===== src/rtl/weight_pkg.sv =====
// Shared types and defaults for the weight loader: FSM encoding, kernel sizing
// and a one-hot helper for the write-enable bank.
package weight_pkg;

    typedef enum logic [1:0] {
        IDLE = 2'd0,
        LOAD = 2'd1,
        DONE = 2'd2
    } wld_state_e;

    localparam int F_WIDTH_DEF = 8;
    localparam int N_REGS_DEF  = 9;   // 3x3 kernel
    localparam int MAX_REGS    = 32;  // widest enable vector the helper can build

    function automatic logic [MAX_REGS-1:0] onehot(input logic [7:0] idx);
        return MAX_REGS'(1) << idx;
    endfunction

endpackage


===== src/rtl/weight_loader_if.sv =====
// Weight stream (valid/ready) plus the shared weight bus and write enables
// toward the PE weight registers.
interface weight_loader_if #(
    parameter int F_WIDTH = 8,
    parameter int N_REGS  = 9
);
    logic signed [F_WIDTH-1:0] s_weight;
    logic                      s_valid;
    logic                      s_ready;
    logic signed [F_WIDTH-1:0] f_weight;
    logic [N_REGS-1:0]         wreg_wr_en;

    // loader side
    modport slave (
        input  s_weight, s_valid,
        output s_ready, f_weight, wreg_wr_en
    );

    // buffer/controller + register-bank side
    modport master (
        output s_weight, s_valid,
        input  s_ready, f_weight, wreg_wr_en
    );
endinterface


===== src/rtl/weight_loader.sv =====
// Loads one kernel of signed weights per start command into a bank of weight
// registers via a shared bus and one-hot write enables.
module weight_loader
    import weight_pkg::*;
#(
    parameter  int F_WIDTH = F_WIDTH_DEF,
    parameter  int N_REGS  = N_REGS_DEF,
    localparam int CNT_W   = $clog2(N_REGS + 1)
) (
    input  logic             clk_i,
    input  logic             wld_rst_i,
    input  logic             start_i,
    input  logic [CNT_W-1:0] num_weights_i,
    input  logic             abort_i,
    output logic             busy_o,
    output logic             done_o,
    weight_loader_if.slave   bus
);

    wld_state_e       state, state_n;
    logic [CNT_W-1:0] idx, num_q, num_sat;
    logic             accept, last_beat;

    assign num_sat   = (num_weights_i > CNT_W'(N_REGS)) ? CNT_W'(N_REGS) : num_weights_i;
    assign accept    = bus.s_valid & bus.s_ready;
    assign last_beat = (idx == num_q - CNT_W'(1));

    always_ff @(posedge clk_i or posedge wld_rst_i) begin
        if (wld_rst_i) state <= IDLE;
        else           state <= state_n;
    end

    // abort wins over the last-beat transition
    always_comb begin
        state_n = state;
        case (state)
            IDLE: if (start_i) state_n = (num_sat == '0) ? DONE : LOAD;
            LOAD: begin
                if (abort_i)                  state_n = IDLE;
                else if (accept && last_beat) state_n = DONE;
            end
            DONE:    state_n = IDLE;
            default: state_n = IDLE;
        endcase
    end

    always_comb begin
        bus.s_ready = (state == LOAD);
        busy_o      = (state == LOAD);
        done_o      = (state == DONE);
    end

    // f_weight holds between beats; enables are single-cycle pulses
    always_ff @(posedge clk_i or posedge wld_rst_i) begin
        if (wld_rst_i) begin
            idx            <= '0;
            num_q          <= '0;
            bus.f_weight   <= '0;
            bus.wreg_wr_en <= '0;
        end else begin
            bus.wreg_wr_en <= '0;
            case (state)
                IDLE: begin
                    if (start_i) begin
                        num_q <= num_sat;
                        idx   <= '0;
                    end
                end
                LOAD: begin
                    if (abort_i) begin
                        idx <= '0;
                    end else if (accept) begin
                        bus.f_weight   <= bus.s_weight;
                        bus.wreg_wr_en <= N_REGS'(onehot(8'(idx)));
                        idx            <= idx + CNT_W'(1);
                    end
                end
                default: ;
            endcase
        end
    end

endmodule


===== src/flat_wrapper.sv =====
// flat-port wrapper written by rule: the top's interface ports become plain ports
module weight_loader_flat import weight_pkg::*;
#(
    parameter  int F_WIDTH = F_WIDTH_DEF,
    parameter  int N_REGS  = N_REGS_DEF,
    localparam int CNT_W   = $clog2(N_REGS + 1)
)
  (clk_i, wld_rst_i, start_i, num_weights_i, abort_i, busy_o, done_o, bus_s_weight, bus_s_valid, bus_s_ready, bus_f_weight, bus_wreg_wr_en);
  weight_loader_if #(.F_WIDTH(F_WIDTH), .N_REGS(N_REGS)) bus_i ();
  input  logic clk_i;
  input  logic wld_rst_i;
  input  logic start_i;
  input  logic [CNT_W-1:0] num_weights_i;
  input  logic abort_i;
  output logic busy_o;
  output logic done_o;
  input wire logic [$bits(bus_i.s_weight)-1:0] bus_s_weight;
  input wire logic [$bits(bus_i.s_valid)-1:0] bus_s_valid;
  output wire logic [$bits(bus_i.s_ready)-1:0] bus_s_ready;
  output wire logic [$bits(bus_i.f_weight)-1:0] bus_f_weight;
  output wire logic [$bits(bus_i.wreg_wr_en)-1:0] bus_wreg_wr_en;
  assign bus_i.s_weight = bus_s_weight;
  assign bus_i.s_valid = bus_s_valid;
  assign bus_s_ready = bus_i.s_ready;
  assign bus_f_weight = bus_i.f_weight;
  assign bus_wreg_wr_en = bus_i.wreg_wr_en;
  weight_loader #(.F_WIDTH(F_WIDTH), .N_REGS(N_REGS)) u_core (.clk_i(clk_i), .wld_rst_i(wld_rst_i), .start_i(start_i), .num_weights_i(num_weights_i), .abort_i(abort_i), .busy_o(busy_o), .done_o(done_o), .bus(bus_i));
endmodule

===== config.mk =====
export PLATFORM = sky130hd
export DESIGN_NAME = weight_loader_flat
export DESIGN_NICKNAME = d
export VERILOG_FILES = /design/src/rtl/weight_pkg.sv /design/src/rtl/weight_loader_if.sv /design/src/rtl/weight_loader.sv /design/src/flat_wrapper.sv
export SDC_FILE = /design/constraint.sdc
export NUM_CORES = 1
export LEC_CHECK = 0
export ABC_AREA = 1
export BUFFER_PORTS_ARGS = -buffer_cell sky130_fd_sc_hd__buf_2
export CORE_MARGIN = 2
export CORE_UTILIZATION = 45
export CTS_CLUSTER_SIZE = 28
export DETAILED_ROUTE_END_ITERATION = 8
export MAX_ROUTING_LAYER = met4
export PLACE_DENSITY = 0.7
export SYNTH_ARGS = -nofsm -noshare
export SYNTH_HDL_FRONTEND = slang
export SYNTH_SLANG_ARGS = --single-unit

===== constraint.sdc =====
create_clock -name clk_i -period 2.21 [get_ports clk_i]
set_input_delay 0.221 -clock clk_i [delete_from_list [all_inputs] [get_ports clk_i]]
set_output_delay 0.221 -clock clk_i [all_outputs]
set_load 0.005 [all_outputs]

==> flow_summary.yaml, run 1 <==
floorplan:
  core-area_um2: 2780
  io-pin-count: 37
  die_h_um: 58.4
  start_util_pct: 47.8
  rows: 19
  fp.dieArea_um2: 3410
  die_x_um: 58.4
worst_setup_path:
  crit_family: "simple AND/OR/NAND/NOR gates"
  worstPathArrival_ns: 1.69
  worstRegToRegCells: 10
  path_cells: "inv_1 -> ha_1 -> inv_1 -> nand2_1 -> nand2_1 -> nand2_1 -> nor2_1 -> nand3_1 -> nand2_1 -> nand2_1"
  critPathMaxStageDelay_ns: 0.41
  cpMaxStageDelayCell: "dfrtp_1"
  critPathBufInv: 2
  r2r_end: "u_core.state[0]"
  path_class: "flip-flop to flip-flop"
  cpMostUsedCell: "nand2_1"
  reg2reg_from: "u_core.num_q[0]"
  critPathRequiredTime_ns: 2.45
  crit_path_start_kind: "flip-flop"
  reg2reg_setup_slack_ns: 0.76
  endpoint_kind: "flip-flop"
  path_max_fanout: 3
power:
  p_int_uw: 997
  power_density_nw_per_um2: 1000
  ir_worst_vdd_mv: 0.706
  comb_power_share_pct: 41.6
  pwr-share-seq_pct: 45.1
  swShare_pct: 36.6
  p_leak_uw: 0.000880
  p_switching_uw: 575
  pwr-share-clk_pct: 13.3
global_routing:
  grt_pass1_wl_um: 4240
  grt-busiest-layer: "met2"
  use_met3_pct: 3.30
  grt_usage_pct: 16.9
  grt_max_degree: 28
  antenna_found_initial: 0
  gr-total-overflow: 0
  grt_use_met1_pct: 20.7
  grt_pass1_vias: 982
  gr-usage-met2_pct: 28.3
layout:
  stdcell_count: 213
  nets: 207
  final_core_util_pct: 56.4
  n_antenna_cell: 0
  multiInputGateArea_um2: 556
  fin_area_um2: 1570
  areaGrowthSynthToFinish_pct: 18.0
  regArea_um2: 676
  fillers: 249
  drive_above_1_share_pct: 29.1
clock_tree:
  holdBufCountCts: 1
  cts.sinks: 27
  cts-htree-levels: 1
  cts_root_buf: "clkbuf_4"
  cts_tree: "yes"
  postCtsResizedCells: 0
  insertion_delay_ns: 0.32
  cts.clk_slew.worst_paths_ns: 0.14
  post_cts_buffers: 0
  clockBufferDepth: 2
  cts-buffers-inserted: 3
timing:
  tightest_slew_ns: 0.374
  finalSetupViolCount: 0
  skew_ns: 0.00925
  relSlewSlack_pct: 75.1
  post-route-period-util_pct: 65.8
  final_max_slew_viol_count: 0
  hold_violations: 0
  period_needed_ns: 1.45
  final.setup.tns_ns: 0
  holdWs_ns: 0.118
  rsz0062_at_grt: "no"
  max_freq_ghz: 0.688
drt:
  drt_pass1_iterations: 4
  vias: 1031
  ant_nets: 0
  totalWireLength_um: 2580
  drc: 0
  wl_per_cell_um: 12.1
  drtIter0Drc: 33
  via_per_inst: 4.84
logic_synthesis:
  synth.avg_cell_area_um2: 9.30
  synthDistinctLibCells: 23
  synth_area_um2: 1330
  yosysWarnings: 0
  synthCells: 143
  yosysTopAreaCellShare_pct: 50.8
  synth_seq_cells: 27
  ys_top_cells_by_area: "dfrtp_1 51%, nand2_1 9.0%, ha_1 6.6%"
  yosysTopAreaCell: "dfrtp_1"
  ys_seq_area_share_pct: 50.8
  synthesis.nets: 167
hold_path:
  min_path_type: "input pin to flip-flop"
  whs_path_depth: 2
  min_to: "u_core.bus.f_weight[1]"
  hold_start: "bus_s_weight[1]"
outcome:
  status: "finished, final reports clean"
place:
  placedCellCount: 208
  place_congestion: 0.869
  port_buffers: 36
  hpwl_um: 1970
  postPlaceCellArea_um2: 1530
run:
  max_cap_viol_count: 0
[final cells by class]
type,instances,area share [%]
Clock buffer,4,1.67
Inverter,20,4.78
Multi-Input combinational cell,93,35.4
Sequential cell,27,43.1
Tap cell,31,2.47
Timing Repair Buffer,38,12.6
[layer usage]
layer	share of wire, %	vias up
met5	0	-
met4	1.2	0
met3	7.1	4
met2	48	38
met1	44	458
li1	-	531
[Yosys cell counts, drive strengths merged]
library cell / number
nand2: 34
dfrtp: 27
inv: 20
nor2: 16
nand3: 9
mux2: 8
ha: 7
o21ai: 7
nor4: 4
buf: 3
nor3: 3
a21oi: 2
a22oi: 1
xnor2: 1
xor2: 1
[worst register-to-register path: cells and delay by family (launching register included)]
kind | cells | cell delay, ns
and+or+nand+nor | 7 | 0.49
DFF | 1 | 0.41
adders and majority gates | 1 | 0.31
buffers and inverters | 2 | 0.15
[metrics by stage]
stage	setup slack (ns)	power (uW)
final	0.756	1570
after global routing	0.660	1710
after CTS	0.759	1590
after detailed placement	0.776	1380
after global placement	0.900	1350
after floorplan	0.949	1180
[power by group through the flow]
stage	registers (uW)	clock network [uW]	logic [uW]
3_5_place_dp	719	0	660
4_1_cts	709	218	665
5_1_grt	729	236	749
3_3_place_gp	714	0	633
6_report	709	210	654
2_1_floorplan	720	0	456
[sequential cells by signal (all words and copies together) (netlist names)]
| register | flops |
|---|---|
| u_core.idx | 4 |
| u_core.state | 2 |
| u_core.num_q | 4 |
| u_core.bus.wreg_wr_en | 9 |
| u_core.bus.f_weight | 8 |
[cell usage in the layout, fill, tap and decap left out]
master	netlist	layout
mux2_2	4	4
xor2_1	1	1
buf_4	1	1
nor2_1	14	14
nor2_4	1	1
nor2_2	1	1
dfrtp_1	27	27
inv_1	19	19
ha_1	7	7
a22oi_1	1	1
inv_2	1	1
dlygate4sd3_1	0	1
nor3_1	3	3
clkbuf_4	0	3
clkbuf_1	0	1
nand2_2	1	1
nand2_4	1	1
nand3_1	9	9
mux2_4	4	4
nor4_1	4	4
xnor2_1	1	1
a21oi_1	2	2
nand2_1	32	32
buf_2	1	36
o21ai_0	7	7
[worst max-delay path by stage]
| stage | start | endpoint | slack (ns) | depth (start not counted) |
|---|---|---|---|---|
| floorplan | u_core.num_q[0] | u_core.state[0] | 0.95 | 10 |
| global placement | u_core.num_q[0] | u_core.state[0] | 0.90 | 10 |
| detailed placement | u_core.num_q[0] | u_core.state[0] | 0.78 | 10 |
| CTS | u_core.num_q[0] | u_core.state[0] | 0.76 | 10 |
| global route | u_core.num_q[0] | u_core.state[1] | 0.66 | 9 |
| finish | u_core.num_q[0] | u_core.state[0] | 0.76 | 10 |
[kinds of logic (layout without fill, tap and decap cells)]
group | after synthesis | in the layout | synth area share (%)
adders and majority gates | 7 | 7 | 6.58
AOI/OAI and AO/OA | 10 | 10 | 3.95
xor gates and xnor gates | 2 | 2 | 1.32
buffers and inverters | 23 | 62 | 7.43
and+or+nand+nor | 66 | 66 | 22.0
muxes | 8 | 8 | 7.90
DFF | 27 | 27 | 50.8
No activity file was read; power rests on OpenSTA's default activity.
==> inputs of run 2 (changes only) <==
--- a/config.mk
+++ b/config.mk
@@ -5,7 +5,7 @@
 export SDC_FILE = /design/constraint.sdc
 export NUM_CORES = 1
 export LEC_CHECK = 0
-export ABC_AREA = 1
+export ABC_AREA = 0
 export BUFFER_PORTS_ARGS = -buffer_cell sky130_fd_sc_hd__buf_2
 export CORE_MARGIN = 2
 export CORE_UTILIZATION = 45
==> constraint.sdc (replaced) <==
create_clock -name clk_i -period 1.35 [get_ports clk_i]
set_input_delay 0.135 -clock clk_i [delete_from_list [all_inputs] [get_ports clk_i]]
set_output_delay 0.135 -clock clk_i [all_outputs]
set_load 0.005 [all_outputs]
==> flow_summary.yaml, run 2 <==
floorplan:
  core-area_um2: 2780
  rows: 19
  io-pin-count: 37
  fp.dieArea_um2: 3400
  die_h_um: 58.3
  start_util_pct: 47.7
  die_x_um: 58.3
logic_synthesis:
  synth_area_um2: 1330
  synthDistinctLibCells: 32
  netlist_top_cells_count: "28 x nand2_1, 27 x dfrtp_1, 7 x ha_1"
  yosysTopAreaCell: "dfrtp_1"
  synth_seq_cells: 27
  synth.avg_cell_area_um2: 10.4
  synth-simple-area-share_pct: 26.3
  yosysWarnings: 0
  yosysMostFrequentCell: "nand2_1"
  synth_top_family_by_area: "simple AND/OR/NAND/NOR gates"
  ys.flop_type: "dfrtp_1"
  synth_edf_count: 0
  synthesis.nets: 152
  synthAdderAreaFrac_pct: 6.60
  synth-xor-area-share_pct: 4.62
  yosysTopAreaCellShare_pct: 50.9
  muxShareOfSynthArea_pct: 2.36
  synthArstFlopShare_pct: 100
  ys_top_cells_by_area: "dfrtp_1 51%, nand2_1 7.9%, ha_1 6.6%"
  synthCells: 128
  synth_compound_area_share_pct: 4.25
  ys_seq_area_share_pct: 50.9
timing:
  final.setup.tns_ns: -0.0768
  hold_violations: 0
  post-route-period-util_pct: 106
  holdWs_ns: 0.0775
  relSlewSlack_pct: 73.4
  finalSetupViolCount: 1
  finalWorstSetupSlack_ns: -0.0768
  max_freq_ghz: 0.701
  tightest_slew_ns: 0.397
  skew_ns: 0.0106
  rsz0062_at_grt: "yes"
  period_needed_ns: 1.43
  final_max_slew_viol_count: 0
worst_setup_path:
  path_class: "flip-flop to flip-flop"
  path_max_fanout: 2
  worstSetupStartpoint: "u_core.num_q[1]"
  reg2reg_setup_slack_ns: -0.08
  crit_end: "u_core.state[0]"
  critPathRequiredTime_ns: 1.57
  reg2reg_from: "u_core.num_q[1]"
  endpoint_kind: "flip-flop"
  worstRegToRegCells: 6
  crit_path_start_kind: "flip-flop"
  worstPathArrival_ns: 1.65
  r2r_end: "u_core.state[0]"
layout:
  largest_register_ffs: 9
  areaGrowthSynthToFinish_pct: 37.9
  fillers: 221
  final_cell_mix: "35 x buf_2, 26 x nand2_1, 25 x dfrtp_1"
  largest_register: "u_core.bus.wreg_wr_en"
  drive_above_1_share_pct: 42.1
  nets: 215
  fin_area_um2: 1830
  top_regs: "u_core.bus.wreg_wr_en x9, u_core.bus.f_weight x8"
  n_antenna_cell: 0
  layout_commonest_cell: "buf_2"
clock_tree:
  cts.sinks: 27
  cts_root_buf: "clkbuf_4"
  cts-htree-levels: 1
  clockBufferDepth: 2
  insertion_delay_ns: 0.32
  cts.clk_slew.worst_paths_ns: 0.13
  cts_tree: "yes"
  cts-buffers-inserted: 3
drt:
  via_per_inst: 5.00
  totalWireLength_um: 2730
  drt_pass1_iterations: 4
  vias: 1105
  drtIter0Drc: 16
  wl_per_cell_um: 12.3
  drc: 0
  ant_nets: 0
global_routing:
  antenna_found_initial: 0
  grt_usage_pct: 17.4
  grt_pass1_wl_um: 4460
  grt_max_degree: 28
  gr-total-overflow: 0
  grt_pass1_vias: 1053
place:
  hpwl_um: 1830
  postPlaceCellArea_um2: 1590
  place_congestion: 0.794
  port_buffers: 36
  post-place-ws_ns: -0.103
power:
  ir_worst_vdd_mv: 1.26
  power_density_nw_per_um2: 1610
  p_leak_uw: 0.000974
  power.total_uw: 2940
run:
  max_cap_viol_count: 0
outcome:
  status: "complete, but fails checks"
  violations: "negative setup slack"
hold_path:
  min_path_type: "input pin to flip-flop"
  hold_start: "num_weights_i[2]"
## run 2: cell type report
class	count	area, um^2	area share [%]
Timing Repair Buffer	62	412	22.5
Inverter	6	22.5	1.23
Multi-Input combinational cell	91	651	35.6
Clock buffer	3	22.5	1.23
Clock inverter	1	5.00	0.274
Tap cell	31	38.8	2.12
Sequential cell	27	678	37.1
## run 2: critical path: stages (launching register included)
cell	delay [ns]
dfrtp_1	0.41
inv_1	0.10
ha_4	0.20
xnor2_1	0.13
nor3_1	0.18
a31oi_1	0.12
a31o_1	0.20
## run 2: repair_timing
item	CTS	global route
endpoints found under the setup margin	10	23
endpoints found under the hold margin	35	0
hold buffers	9	0
gates cloned	0	1
resized for setup	9	10
buffers inserted	3	4
pin swaps	4	10
## run 2: layer usage
metal / vias to the layer above / track usage, % / wire [um]
li1: 541 / - / -
met1: 536 / 21.2 / 1160
met2: 24 / 28.9 / 1430
met3: 4 / 2.86 / 103
met4: 0 / 6.98 / 31
met5: - / - / 0
## run 2: how the worst min path moves through the flow
stage               slack, ns  depth (start not counted)                      to
floorplan                0.19                          1  u_core.bus.f_weight[0]
global placement         0.20                          3  u_core.bus.f_weight[4]
detailed placement       0.22                          3  u_core.bus.f_weight[5]
CTS                      0.06                          3         u_core.num_q[2]
global route             0.06                          3         u_core.num_q[2]
finish                   0.08                          3         u_core.num_q[2]
## run 2: where the power goes
| group | total [uW] | switching [uW] | internal (uW) |
|---|---|---|---|
| clock network | 343 | 232 | 111 |
| registers | 1190 | 165 | 1030 |
| logic | 1410 | 638 | 769 |
| total | 2940 | 1030 | 1910 |
## run 2: kinds of logic (layout without fill, tap and decap cells)
| family | count (synthesis) | after routing |
|---|---|---|
| and+or+nand+nor | 64 | 65 |
| DFF | 27 | 27 |
| buffers and inverters | 11 | 72 |
| AOI/OAI and AO/OA | 9 | 9 |
| adders and majority gates | 7 | 7 |
| xor gates and xnor gates | 7 | 7 |
| muxes | 3 | 3 |
## run 2: through the flow
stage / util [%] / instances
after floorplan: - / 128
after global placement: 57.0 / 201
after global routing: 65.8 / 221
after CTS: 63.4 / 217
after detailed placement: 57.0 / 201
final: 65.8 / 221
